## config.mk

```make
export PLATFORM = sky130hd
export DESIGN_NAME = sipo_collect_flat
export DESIGN_NICKNAME = d
export VERILOG_FILES = /design/src/rtl/sipo_collect_if.sv /design/src/rtl/sipo_collect.sv /design/src/flat_wrapper.sv
export SDC_FILE = /design/constraint.sdc
export NUM_CORES = 1
export LEC_CHECK = 0
export BUFFER_PORTS_ARGS = -buffer_cell sky130_fd_sc_hd__buf_2
export CELL_PAD_IN_SITES_DETAIL_PLACEMENT = 0
export CELL_PAD_IN_SITES_GLOBAL_PLACEMENT = 1
export CORE_MARGIN = 8
export CORE_UTILIZATION = 35
export DETAILED_ROUTE_END_ITERATION = 10
export GPL_ROUTABILITY_DRIVEN = 0
export GPL_TIMING_DRIVEN = 0
export MAX_ROUTING_LAYER = met4
export PLACE_DENSITY_LB_ADDON = 0.1
export SKIP_LAST_GASP = 1
export SYNTH_ARGS = -nofsm -noshare
export SYNTH_HDL_FRONTEND = slang
export SYNTH_SLANG_ARGS = --single-unit
export TNS_END_PERCENT = 10
```

## constraint.sdc

```tcl
create_clock -name clk -period 2.3 [get_ports clk]
set_clock_uncertainty 0.05 [all_clocks]
set_input_delay 0.46 -clock clk [delete_from_list [all_inputs] [get_ports clk]]
set_output_delay 0.46 -clock clk [all_outputs]
set_load 0.03 [all_outputs]
```

## src/rtl/sipo_collect_if.sv

```systemverilog
// Bundle of the serial-in and parallel-out handshake signals of sipo_collect.
// The producer/consumer side uses master; the collector uses slave.
interface sipo_collect_if #(
  parameter int N = 16
);
  localparam int CW = $clog2(N);

  logic          in_bit;
  logic          in_valid;
  logic          in_ready;
  logic          clear;
  logic [CW-1:0] bit_cnt;
  logic [N-1:0]  out;
  logic          out_valid;
  logic          out_ready;

  modport master (
    output in_bit, in_valid, clear, out_ready,
    input  in_ready, bit_cnt, out, out_valid
  );

  modport slave (
    input  in_bit, in_valid, clear, out_ready,
    output in_ready, bit_cnt, out, out_valid
  );
endinterface

```

## src/rtl/sipo_collect.sv

```systemverilog
// Serial-in, parallel-out word collector: gathers N handshaked bits into a word
// and hands it to a one-entry output buffer with its own handshake.
module sipo_collect #(
  parameter int N     = 16,
  parameter bit RIGHT = 1'b1
) (
  input  logic           clk,
  input  logic           reset_n,
  sipo_collect_if.slave  bus
);
  localparam int CW = $clog2(N);
  localparam logic [CW-1:0] LAST = CW'(N - 1);

  // Handshakes: a bit transfers on a clk edge where in_valid & in_ready are both
  // high; a word transfers where out_valid & out_ready are both high. Neither
  // ready depends on its own valid.
  logic [N-1:0]  sr;
  logic [N-1:0]  obuf;
  logic [N-1:0]  nxt;
  logic [CW-1:0] cnt;
  logic          ov;
  logic          last;
  logic          acc;

  assign last = (cnt == LAST);

  // Only the word-completing bit waits for room; earlier bits keep collecting.
  assign bus.in_ready = !(last && ov && !bus.out_ready);
  assign acc          = bus.in_valid && bus.in_ready;

  generate
    if (RIGHT) begin : g_lsb_first
      assign nxt = {bus.in_bit, sr[N-1:1]};
    end else begin : g_msb_first
      assign nxt = {sr[N-2:0], bus.in_bit};
    end
  endgenerate

  always_ff @(posedge clk) begin
    if (!reset_n) begin
      sr   <= '0;
      cnt  <= '0;
      obuf <= '0;
      ov   <= 1'b0;
    end else if (bus.clear) begin
      sr   <= '0;
      cnt  <= '0;
      obuf <= '0;
      ov   <= 1'b0;
    end else if (acc && last) begin
      // A completing word overrides any consume in the same cycle, so ov stays set.
      obuf <= nxt;
      ov   <= 1'b1;
      sr   <= '0;
      cnt  <= '0;
    end else begin
      if (acc) begin
        sr  <= nxt;
        cnt <= cnt + 1'b1;
      end
      if (ov && bus.out_ready) begin
        ov <= 1'b0;
      end
    end
  end

  assign bus.bit_cnt   = cnt;
  assign bus.out       = obuf;
  assign bus.out_valid = ov;
endmodule

```

## src/flat_wrapper.sv

```systemverilog
// flat-port wrapper written by rule: the top's interface ports become plain ports
module sipo_collect_flat 
#(
  parameter int N     = 16,
  parameter bit RIGHT = 1'b1
)
  (clk, reset_n, bus_in_bit, bus_in_valid, bus_clear, bus_out_ready, bus_in_ready, bus_bit_cnt, bus_out, bus_out_valid);
  sipo_collect_if #(.N(N)) bus_i ();
  input  logic clk;
  input  logic reset_n;
  input wire logic [$bits(bus_i.in_bit)-1:0] bus_in_bit;
  input wire logic [$bits(bus_i.in_valid)-1:0] bus_in_valid;
  input wire logic [$bits(bus_i.clear)-1:0] bus_clear;
  input wire logic [$bits(bus_i.out_ready)-1:0] bus_out_ready;
  output wire logic [$bits(bus_i.in_ready)-1:0] bus_in_ready;
  output wire logic [$bits(bus_i.bit_cnt)-1:0] bus_bit_cnt;
  output wire logic [$bits(bus_i.out)-1:0] bus_out;
  output wire logic [$bits(bus_i.out_valid)-1:0] bus_out_valid;
  assign bus_i.in_bit = bus_in_bit;
  assign bus_i.in_valid = bus_in_valid;
  assign bus_i.clear = bus_clear;
  assign bus_i.out_ready = bus_out_ready;
  assign bus_in_ready = bus_i.in_ready;
  assign bus_bit_cnt = bus_i.bit_cnt;
  assign bus_out = bus_i.out;
  assign bus_out_valid = bus_i.out_valid;
  sipo_collect #(.N(N), .RIGHT(RIGHT)) u_core (.clk(clk), .reset_n(reset_n), .bus(bus_i));
endmodule
```

==> reports/metrics.yaml <==
outcome: "finished clean"
timing.critical_path.arrival_ns: 1.60
slew_headroom_pct: 69.7
syn_to_final_growth_pct: 18.9
p_leak_nw: 0.737
fin_cells: 300
reg2regPathDepth: 5
worstMarginPinSlew_ns: 0.455
maxCapViolCount: 0
setup_ws_ns: 0.191
grt_pass1_wl_mm: 8.20
synthMuxAreaShare_pct: 0.578
holdPathEnd: "u_core.bus.out[15]"
initial_core_util_pct: 36.4
fmax_mhz: 474
synth_top_area_share_pct: 41.6
drtIter0Drc: 107
die_area_um2: 7460
antenna_found_initial: 0
finalNetCount: 239
yosys.area.top_type: "dfxtp_1"
synth_fa_ha_area_share_pct: 0.722
synth.distinct_cells: 27
cts_setup_buffers: 0
synth.area.top_cells: "dfxtp_1 42%, a21oi_1 10%, a41oi_1 8.1%"
p_per_area_nw_per_um2: 596
grtUsageTotal_pct: 14.3
cts_tree: "yes"
core_um2: 4750
multi_input_area_um2: 872
final_cell_mix: "36 x a21oi_1, 36 x dfxtp_1, 34 x buf_2"
worstSetupPathType: "reg2out"
total_power_w: 0.00123
yosys_warnings: 0
report.final.slew_viol_count: 0
synth_nets: 205
grt_max_degree: 12
worstPathRequired_ns: 1.79
regToRegSetupSlack_ns: 0.53
tns_ns: 0
synth-async-reset-ratio_pct: 0
drive_above_1_share_pct: 22.3
ys_seq_elements: 36
ant_nets: 0
drc: 0
wl_mm: 4.96
utilization_pct: 43.3
grt_pass1_vias: 1556
row_count: 25
gr-total-overflow: 0
synth_xor_area_share_pct: 0
post_cts_resized: 0
period_needed_ns: 2.11
place_ws_ns: 0.275
synth-edff-count: 0
holdBufCountCts: 0
numPortBuffers: 27
hp-start: "bus_in_bit"
irDropWorstVdd_mv: 0.329
synth_top_family_by_area: "compound AO/OA/AOI/OAI gates"
placed_cells: 292
synthCells: 198
avgViaCountPerCell: 5.46
synth_compound_area_share_pct: 32.6
numClockSinks: 36
syn_area_per_cell_um2: 8.75
num_vias: 1639
hold_depth: 3
diodes: 0
r2r-end: "u_core.sr[12]"
seqCellArea_um2: 721
hold_viol: 0
clkSlewWorstSetupHoldPaths_ns: 0.07
io_pins: 28
die_x_um: 86.4
finalCritPeriodShare_pct: 91.7
routedWlPerCell_um: 16.5
htree_levels: 2
clockRootBuffer: "clkbuf_8"
die_height_um: 86.4
ys_seq_area_share_pct: 41.6
dr.pass1.iters: 4
start_kind: "register"
clk_latency_ns: 0.29
hp-class: "in2reg"
clockBufferDepth: 2
synth-simple-area-share_pct: 16.4
rsz0062_at_grt: "false"
crit_fanout: 10
cts_buffers: 5
hpwl_mm: 3.57
syn_area_um2: 1730
crit_path_end_kind: "output port"
nFillCells: 500
setup_violations: 0
reg2reg_from: "u_core.bus.bit_cnt[0]"
synth_top_flop_cell: "dfxtp_1"
-- through the flow --
step	area, um^2	hold WS (ns)
finish	2060	0.403
global route	2060	0.419
CTS	2060	0.399
detailed placement	1950	0.414
global placement	1950	0.413
floorplan	1730	0.402
-- worst max-delay path, cell delays in order, from the launching register on --
cell,delay (ns)
dfxtp_1,0.49
and2_1,0.18
buf_4,0.16
buf_4,0.19
nand3_1,0.10
buf_2,0.19
-- cell usage after synthesis (2+ instances only) --
cell,count
nand2_1,2
o211ai_1,17
o21ai_0,17
and2b_1,7
nand3_1,18
buf_6,4
nand2b_1,2
buf_4,4
clkbuf_1,7
a21oi_1,36
nand4_1,2
dfxtp_1,36
buf_2,7
nor2b_1,11
a41oi_1,16
-- layout make-up --
class | count | area share, %
Buffer | 23 | 6.86
Clock buffer | 6 | 3.52
Clock inverter | 2 | 1.70
Multi-Input combinational cell | 139 | 42.3
Sequential cell | 36 | 35.0
Tap cell | 67 | 4.07
Timing Repair Buffer | 27 | 6.56
-- routing by layer --
metal  vias to the layer above  track usage, %  part of all wire (%)  wire length, um
met5                         -               -                     0                0
met4                         0            6.57                   2.5              123
met3                        10            4.06                   4.5              221
met2                        34            21.7                    46             2280
met1                       774            17.0                    47             2330
li1                        821               -                     -                -
-- kinds of logic after synthesis --
logic type | after synthesis
AO/OA/AOI/OAI | 89
adder cells (fa/ha/maj) | 1
buffers and inverters | 23
flip-flops | 36
multiplexers | 1
AND/OR/NAND/NOR | 48
-- worst max path at each step --
stage                         to                  start  depth (start not counted)  slack [ns]
detailed placement  bus_in_ready          bus_out_ready                          6        0.27
CTS                 bus_in_ready  u_core.bus.bit_cnt[0]                          4        0.07
floorplan           bus_in_ready  u_core.bus.bit_cnt[0]                          3        0.39
global route        bus_in_ready   u_core.bus.out_valid                          5         0.1
finish              bus_in_ready  u_core.bus.bit_cnt[3]                          5        0.19
global placement    bus_in_ready          bus_out_ready                          6        0.30
-- registers in the layout (all words and copies together), names as in the netlist --
name and count:
u_core.bus.out_valid 1, u_core.sr 15, u_core.bus.bit_cnt 4, u_core.bus.out 16
-- power breakdown --
group	internal [W]	switching (W)
logic	0.0000174	0.0000307
registers	0.000625	0.00000254
clock network	0.000322	0.000231
Note: power is estimated with default switching activity, not from simulation.
